$ cat src/rtl/dds_pkg.sv
// Shared types and defaults for the DDS frame sequencer.
package dds_pkg;

    typedef enum logic [2:0] {
        IDLE,
        ACC,
        LOAD,
        SHIFT,
        GAP
    } state_t;

    localparam int unsigned DDS_PERIOD = 19;
    localparam int unsigned DDS_DATA_W = 16;
    localparam int unsigned DDS_CNT_W  = 5;

    // A frame needs ACC + LOAD + DATA_W shift cycles + at least one GAP cycle.
    function automatic bit frame_fits(input int unsigned period, input int unsigned data_w);
        return period >= data_w + 3;
    endfunction

endpackage

$ cat src/rtl/dds_piso.sv
// Parallel-load, MSB-first shift register with zero fill feeding the serial DAC.
module dds_piso #(
    parameter int unsigned DATA_W = 16
) (
    input  logic              clk,
    input  logic              rst,
    input  logic              load,
    input  logic              shift,
    input  logic [DATA_W-1:0] pdata,
    output logic              sdata
);

    logic [DATA_W-1:0] sreg;

    always_ff @(posedge clk) begin
        if (rst) begin
            sreg <= '0;
        end else if (load) begin
            sreg <= pdata;
        end else if (shift) begin
            sreg <= {sreg[DATA_W-2:0], 1'b0};
        end
    end

    // Zero fill leaves the register empty after a full word, so the MSB idles low.
    assign sdata = sreg[DATA_W-1];

endmodule

$ cat src/rtl/dds_frame_sequencer.sv
// One DDS sample per PERIOD-cycle frame: accumulator strobe, sample latch,
// MSB-first serial shift under chip select, then a guard gap.
module dds_frame_sequencer
    import dds_pkg::*;
#(
    parameter int unsigned PERIOD = DDS_PERIOD,
    parameter int unsigned DATA_W = DDS_DATA_W,
    parameter int unsigned CNT_W  = DDS_CNT_W
) (
    input  logic              clkI,
    input  logic              rstI,
    input  logic              enI,
    input  logic [DATA_W-1:0] sampleI,
    output logic              accEnO,
    output logic              csnO,
    output logic              sdataO,
    output logic              doneO,
    output logic              busyO
);

    if (!frame_fits(PERIOD, DATA_W)) begin : g_bad_period
        $error("PERIOD must be at least DATA_W + 3");
    end
    if ((64'd1 << CNT_W) < 64'(PERIOD)) begin : g_bad_cnt_w
        $error("CNT_W too narrow for PERIOD");
    end

    localparam logic [CNT_W-1:0] LAST_SHIFT = CNT_W'(DATA_W + 1);
    localparam logic [CNT_W-1:0] LAST_GAP   = CNT_W'(PERIOD - 1);

    state_t           state, next_state;
    logic [CNT_W-1:0] cnt, cnt_d;
    logic             acc_d, csn_d, done_d, busy_d;

    always_ff @(posedge clkI) begin
        if (rstI) begin
            state  <= IDLE;
            cnt    <= '0;
            accEnO <= 1'b0;
            csnO   <= 1'b1;
            doneO  <= 1'b0;
            busyO  <= 1'b0;
        end else begin
            state  <= next_state;
            cnt    <= cnt_d;
            accEnO <= acc_d;
            csnO   <= csn_d;
            doneO  <= done_d;
            busyO  <= busy_d;
        end
    end

    // Outputs are decoded from next_state so the registered strobes line up
    // with the state register: cnt equals the frame-relative cycle number.
    always_comb begin
        next_state = state;
        unique case (state)
            IDLE:    if (enI) next_state = ACC;
            ACC:     next_state = LOAD;
            LOAD:    next_state = SHIFT;
            SHIFT:   if (cnt == LAST_SHIFT) next_state = GAP;
            GAP:     if (cnt == LAST_GAP) next_state = enI ? ACC : IDLE;
            default: next_state = IDLE;
        endcase

        cnt_d  = (next_state == IDLE || next_state == ACC) ? '0 : cnt + CNT_W'(1);
        acc_d  = (next_state == ACC);
        csn_d  = (next_state != SHIFT);
        done_d = (state == SHIFT) && (next_state == GAP);
        busy_d = (next_state != IDLE);
    end

    dds_piso #(
        .DATA_W(DATA_W)
    ) u_piso (
        .clk  (clkI),
        .rst  (rstI),
        .load (state == LOAD),
        .shift(state == SHIFT),
        .pdata(sampleI),
        .sdata(sdataO)
    );

endmodule

$ cat config.mk
export PLATFORM = sky130hd
export DESIGN_NAME = dds_frame_sequencer
export DESIGN_NICKNAME = d
export VERILOG_FILES = /design/src/rtl/dds_pkg.sv /design/src/rtl/dds_piso.sv /design/src/rtl/dds_frame_sequencer.sv
export SDC_FILE = /design/constraint.sdc
export NUM_CORES = 1
export LEC_CHECK = 0
export CAP_MARGIN = 10
export CORE_UTILIZATION = 50
export CTS_CLUSTER_DIAMETER = 120
export DETAILED_ROUTE_END_ITERATION = 6
export PLACE_DENSITY = 0.83
export SYNTH_ARGS = -nofsm -noshare
export SYNTH_HDL_FRONTEND = slang
export SYNTH_HIERARCHICAL = 1
export SYNTH_SLANG_ARGS = --single-unit
$ cat constraint.sdc
create_clock -name clkI -period 1.5 [get_ports clkI]
set_input_delay 0.15 -clock clkI [delete_from_list [all_inputs] [get_ports clkI]]
set_output_delay 0.15 -clock clkI [all_outputs]
set_load 0.05 [all_outputs]
==> results of run 1 <==
-- Yosys cell counts --
master	count
or3b_1	1
buf_4	1
ha_1	3
nor2b_1	16
dfxtp_1	28
or4_4	1
a211oi_2	3
clkbuf_1	3
mux2i_1	15
a21oi_1	5
nor3_1	6
o21ba_2	1
nor3b_1	1
or3_2	1
o21ai_0	1
xnor2_1	1
nand4bb_1	1
inv_1	4
a211oi_1	13
nand3_1	3
a21oi_2	1
buf_6	1
nand3b_1	1
buf_2	1
buf_12	1
nor2_1	4
a2111oi_0	1
nand2_1	2
nor4b_1	1
xor2_1	2
nand2b_4	1
-- metal layers --
metal	up-vias	track usage [%]	part of all wire, %
met4	0	9.211	0.63
met2	15	35.44	51
li1	502	-	-
met3	2	2.899	2.6
met1	475	24.07	46
met5	-	0	0
-- cell type report --
class / instances / share of cell area, %
inverters: 4 / 0.9375
well taps: 28 / 2.187
flip-flops and latches: 28 / 35.08
multi-input cells: 85 / 40.86
clock inverters: 1 / 1.875
repair buffers: 30 / 17.66
clock buffers: 3 / 1.406
-- final timing paths --
check / endpoint / slack [ns] / cells after the start
setup reg to reg: u_piso/sreg[7] / 0.11 / 5
setup / recovery: u_piso/sreg[7] / 0.11 / 5
hold / removal: u_piso/sreg[0] / 0.37 / 3
hold reg to reg: cnt[0] / 0.52 / 1
-- power by group through the flow --
stage          clock network [mW]  registers, mW  logic [mW]
6_report                    0.491          0.830       0.270
5_1_grt                     0.530          0.836       0.293
4_1_cts                     0.499          0.829       0.271
3_5_place_dp                    0          0.845       0.268
3_3_place_gp                    0          0.843       0.259
2_1_floorplan                   0          0.867       0.142
-- worst max-delay path: stages, from the launching register on --
cell	delay [ns]
dfxtp_1	0.34
nand2b_4	0.15
nor2_1	0.12
buf_4	0.16
inv_1	0.24
a211oi_1	0.31
-- registers in the layout, indices dropped and copies added, names as in the netlist --
| name | flops |
|---|---|
| u_piso/sreg | 16 |
| accEnO | 1 |
| cnt | 5 |
| csnO | 1 |
| state | 3 |
| busyO | 1 |
| doneO | 1 |
-- per-stage QoR --
stage	total power, mW	setup WS [ns]	utilization (%)	cell area, um^2	setup TNS, ns
2_1_floorplan	1.009	0.1691	-	1281	0
3_3_place_gp	1.102	0.1514	66.59	1544	0
3_5_place_dp	1.113	0.1111	66.59	1544	0
4_1_cts	1.598	0.09632	68.86	1597	0
5_1_grt	1.659	-0.008065	69.08	1602	-0.008065
6_report	1.591	0.1064	69.08	1602	0
-- logic make-up (layout without fill, tap and decap cells) --
kind of cell | Yosys count | count (layout)
xor gates and xnor gates | 3 | 3
adders and majority gates | 3 | 3
buffers and inverters | 11 | 38
and+or+nand+nor | 39 | 39
AOI/OAI and AO/OA | 25 | 25
muxes | 15 | 15
DFF | 28 | 28
==> flow_metrics.tcl, run 1 <==
set metrics [dict create \
    outcome "finished clean" \
    end_kind "register" \
    cts.sinks 28 \
    p_leak_nw 0.5527 \
    synth_top_area_share_pct 43.75 \
    startpoint "state[2]" \
    layout_common_cells "dfxtp_1 (27), clkdlybuf4s50_1 (18), nor2b_1 (16), mux2i_1 (15), a211oi_1 (13)" \
    std_cell_rows 17 \
    place_inst 175 \
    dr.pass1.iters 4 \
    ys_top_cells_by_area "dfxtp_1 (44%), mux2i_1 (12%), nor2b_1 (7.8%)" \
    gp_congestion 0.7432 \
    instances_no_fill 179 \
    clkPwrFrac_pct 30.8 \
    synth_nets 146 \
    synth_area_leader_cell "dfxtp_1" \
    cts_tree "built" \
    layout.nets 174 \
    grt_overflow_total 0 \
    power_switching_mw 0.3862 \
    rsz0062_at_grt "true" \
    critPathLaunchType "register" \
    comb_power_share_pct 17.0 \
    ys_types 31 \
    die_h_um 52.62 \
    coreArea_um2 2318 \
    r2r_start "state[2]" \
    internal_power_mw 1.205 \
    synth_seq_cells 28 \
    antenna_found_initial 0 \
    diodes 0 \
    synth_top_family_by_area "simple AND/OR/NAND/NOR gates" \
    drtIter0Drc 14 \
    drv_slew 0 \
    fillCellCount 186 \
    seqPwrFrac_pct 52.2 \
    yosys_warnings 6 \
    synthMuxAreaShare_pct 11.72 \
    numCtsBuffers 3 \
    multi_input_area_um2 654.4 \
    final_common_cell "dfxtp_1" \
    drc 0 \
    fin_worst_skew_ns 0.007751 \
    drive_gt1_share_pct 17.22 \
    synthToLayoutAreaGrowth_pct 25.00 \
    cts_setup_buffers 0 \
    grt_max_degree 17 \
    cts-root-buf "clkbuf_4" \
    ctsResizeCount 0 \
    place.port_buffers 23 \
    grt_pass1_vias 922 \
    peakVddDrop_mv 0.7568 \
    regArea_um2 561.8 \
    synthSimpleGateAreaFrac_pct 19.04 \
    antenna_left 0 \
    worst_pin_slew_ns 0.5267 \
    path_class "register to register" \
    synth_compound_area_share_pct 15.04 \
    routed_wl_um 2537 \
    dpl.hpwl_um 1820 \
    cap_violations 0 \
    die_area_um2 2769 \
    relSlewSlack_pct 64.85 \
    ios 24 \
    hold_class "input port to register" \
    htreeDepth 1 \
    routed_via_density 5.553 \
    via_count 994 \
    netlist_area_um2 1281 \
    hold_viol 0 \
    synth-adder-area-share_pct 2.930 \
    swShare_pct 24.28 \
    arrival_ns 1.64 \
    whs_ns 0.3663 \
    synth.avg_cell_area_um2 10.33 \
    syn_inst 124 \
    critical_path.max_fanout 15 \
    clock_latency_ns 0.33 \
    die_w_um 52.62 \
    worstHoldStart "sampleI[0]" \
    routedWlPerCell_um 14.17 \
    track_usage_pct 20.25 \
    fin_crit_ns 1.394 \
    ctsHoldBuffers 0 \
    finalCritPeriodShare_pct 92.91 \
    yosysSeqAreaShare_pct 43.75 \
    power.density_nw_per_um2 993.3 \
    clockBufferDepth 2 \
    setup_viol 0 \
    initial_core_util_pct 55.26 \
    required_ns 1.75 \
    synth_xor_area_share_pct 2.051 \
    grt_pass1_wl_um 4077 \
    max_freq_ghz 0.7176 \
    cts.clk_slew.worst_paths_ns 0.15 \
]
(Power assumes the default switching activity.)
==> run 2: changes to the inputs <==
--- a/config.mk
+++ b/config.mk
@@ -5,7 +5,9 @@
 export SDC_FILE = /design/constraint.sdc
 export NUM_CORES = 1
 export LEC_CHECK = 0
+export ABC_CLOCK_PERIOD_IN_PS = 1500
 export CAP_MARGIN = 10
+export CORE_MARGIN = 2
 export CORE_UTILIZATION = 50
 export CTS_CLUSTER_DIAMETER = 120
 export DETAILED_ROUTE_END_ITERATION = 6
==> flow_metrics.tcl, run 2 (synthesis results as in run 1) <==
set metrics [dict create \
    outcome "finished clean" \
    cts_tree "built" \
    relSlewSlack_pct 65.31 \
    numCtsBuffers 3 \
    stdcell_area_um2 1624 \
    regArea_um2 560.5 \
    final_util_pct 66.16 \
    clock_latency_ns 0.32 \
    crit_chain "nand2b_4, nor2_1, buf_12, inv_1, a211oi_1" \
    std_cell_rows 18 \
    synthToLayoutAreaGrowth_pct 26.76 \
    layout_common_cells "dfxtp_1 (28), clkdlybuf4s50_1 (18), nor2b_1 (16), mux2i_1 (15), a211oi_1 (13)" \
    cts_setup_buffers 0 \
    drive_gt1_share_pct 16.67 \
    routedWlPerCell_um 14.11 \
    drv_slew 0 \
    place_ws_ns 0.03845 \
    gp_congestion 0.7832 \
    fin_ws_ns 0.02747 \
    fin_tns_setup_ns 0 \
    peakVddDrop_mv 0.5699 \
    die_w_um 54.62 \
    cap_violations 0 \
    via_count 956 \
    placed_cell_area_um2 1551 \
    finalCritPeriodShare_pct 98.17 \
    whs_ns 0.4130 \
    max_stage_delay_ns 0.42 \
    layout.nets 173 \
    initial_core_util_pct 52.19 \
    final_common_cell "dfxtp_1" \
    arrival_ns 1.70 \
    fin_crit_ns 1.473 \
    critPathLaunchType "register" \
    routed_via_density 5.311 \
    cts-root-buf "clkbuf_4" \
    fin_worst_skew_ns 0.001260 \
    crit_slowest_cell "dfxtp_1" \
    end_kind "register" \
    die_area_um2 2983 \
    grt_pass1_vias 919 \
    grt_overflow_total 0 \
    antenna_left 0 \
    power_mw 1.584 \
    p_leak_nw 0.5506 \
    track_usage_pct 18.49 \
    clockBufferDepth 2 \
    path_class "register to register" \
    dpl.hpwl_um 1763 \
    cts.clk_slew.worst_paths_ns 0.14 \
    multi_input_area_um2 670.6 \
    rsz0062_at_grt "true" \
    instances_no_fill 180 \
    critical_path.max_fanout 18 \
    hold_viol 0 \
    power.density_nw_per_um2 975.4 \
    dr.pass1.iters 4 \
    cts.sinks 28 \
    grt_pass1_wl_um 3939 \
    setup_viol 0 \
    place_inst 176 \
    die_h_um 54.62 \
    ios 24 \
    max_freq_ghz 0.6791 \
    diodes 0 \
    drc 0 \
    place.port_buffers 23 \
    htreeDepth 1 \
    antenna_found_initial 0 \
    worst_pin_slew_ns 0.5198 \
    largest_register_ffs 16 \
    required_ns 1.73 \
    reg.largest.list "u_piso/sreg x16, cnt x5, state x3" \
    grt_max_degree 19 \
    fillCellCount 210 \
    coreArea_um2 2455 \
    hold_class "input port to register" \
    routed_wl_um 2539 \
    regMostFlops "u_piso/sreg" \
    drtIter0Drc 17 \
]
-- run 2: changes by cell type in the layout (fill, tap and decap cells not counted) --
| cell | previous run | this run |
|---|---|---|
| nand4bb_4 | 0 | 1 |
| dfxtp_1 | 27 | 28 |
| buf_12 | 1 | 2 |
| nand4bb_1 | 1 | 0 |
| buf_4 | 11 | 9 |
| dfxtp_2 | 1 | 0 |
-- run 2: area by class of cell --
| cell class | instances | share of cell area [%] |
|---|---|---|
| Clock buffer | 3 | 1.387 |
| Clock inverter | 1 | 1.849 |
| Inverter | 4 | 0.9245 |
| Tap cell | 30 | 2.311 |
| Sequential cell | 28 | 34.51 |
| Timing Repair Buffer | 29 | 17.72 |
| Multi-Input combinational cell | 85 | 41.29 |
-- run 2: report_power, final --
group	total [mW]	switching, mW	internal, mW
combinational	0.273	0.133	0.140
clock	0.482	0.212	0.270
sequential	0.830	0.0329	0.797
-- run 2: repair_timing --
action	4_1_cts	5_1_grt
hold endpoints to repair	0	0
hold buffers	0	0
setup endpoints to repair	0	12
gates resized for setup	0	2
-- run 2: layer usage --
layer / GRT usage, % / part of all wire, % / up-vias
met5: 0 / 0 / -
met1: 22.07 / 45 / 439
li1: - / - / 496
met3: 4.372 / 4.6 / 4
met4: 9.167 / 1.6 / 0
met2: 30.75 / 49 / 17
-- run 2: worst max-delay path, delay by kind of cell (launching register included) --
family          cells  cell delay (ns)
flops               1             0.42
buf+inv             2             0.40
compound gates      1             0.33
simple gates        2             0.24
-- run 2: final timing paths --
check	slack [ns]	endpoint	depth (start not counted)	startpoint
min	0.41	u_piso/sreg[0]	3	sampleI[0]
min reg2reg	0.53	cnt[0]	1	cnt[0]
max	0.03	u_piso/sreg[15]	5	state[1]
max reg2reg	0.03	u_piso/sreg[15]	5	state[1]
==> run 3: changes to the inputs <==
--- a/config.mk
+++ b/config.mk
@@ -6,7 +6,6 @@
 export NUM_CORES = 1
 export LEC_CHECK = 0
 export ABC_CLOCK_PERIOD_IN_PS = 1500
-export CAP_MARGIN = 10
 export CORE_MARGIN = 2
 export CORE_UTILIZATION = 50
 export CTS_CLUSTER_DIAMETER = 120
==> results of run 3 <==
Same layout as run 2: the final DEF is identical, and so are final timing and power.
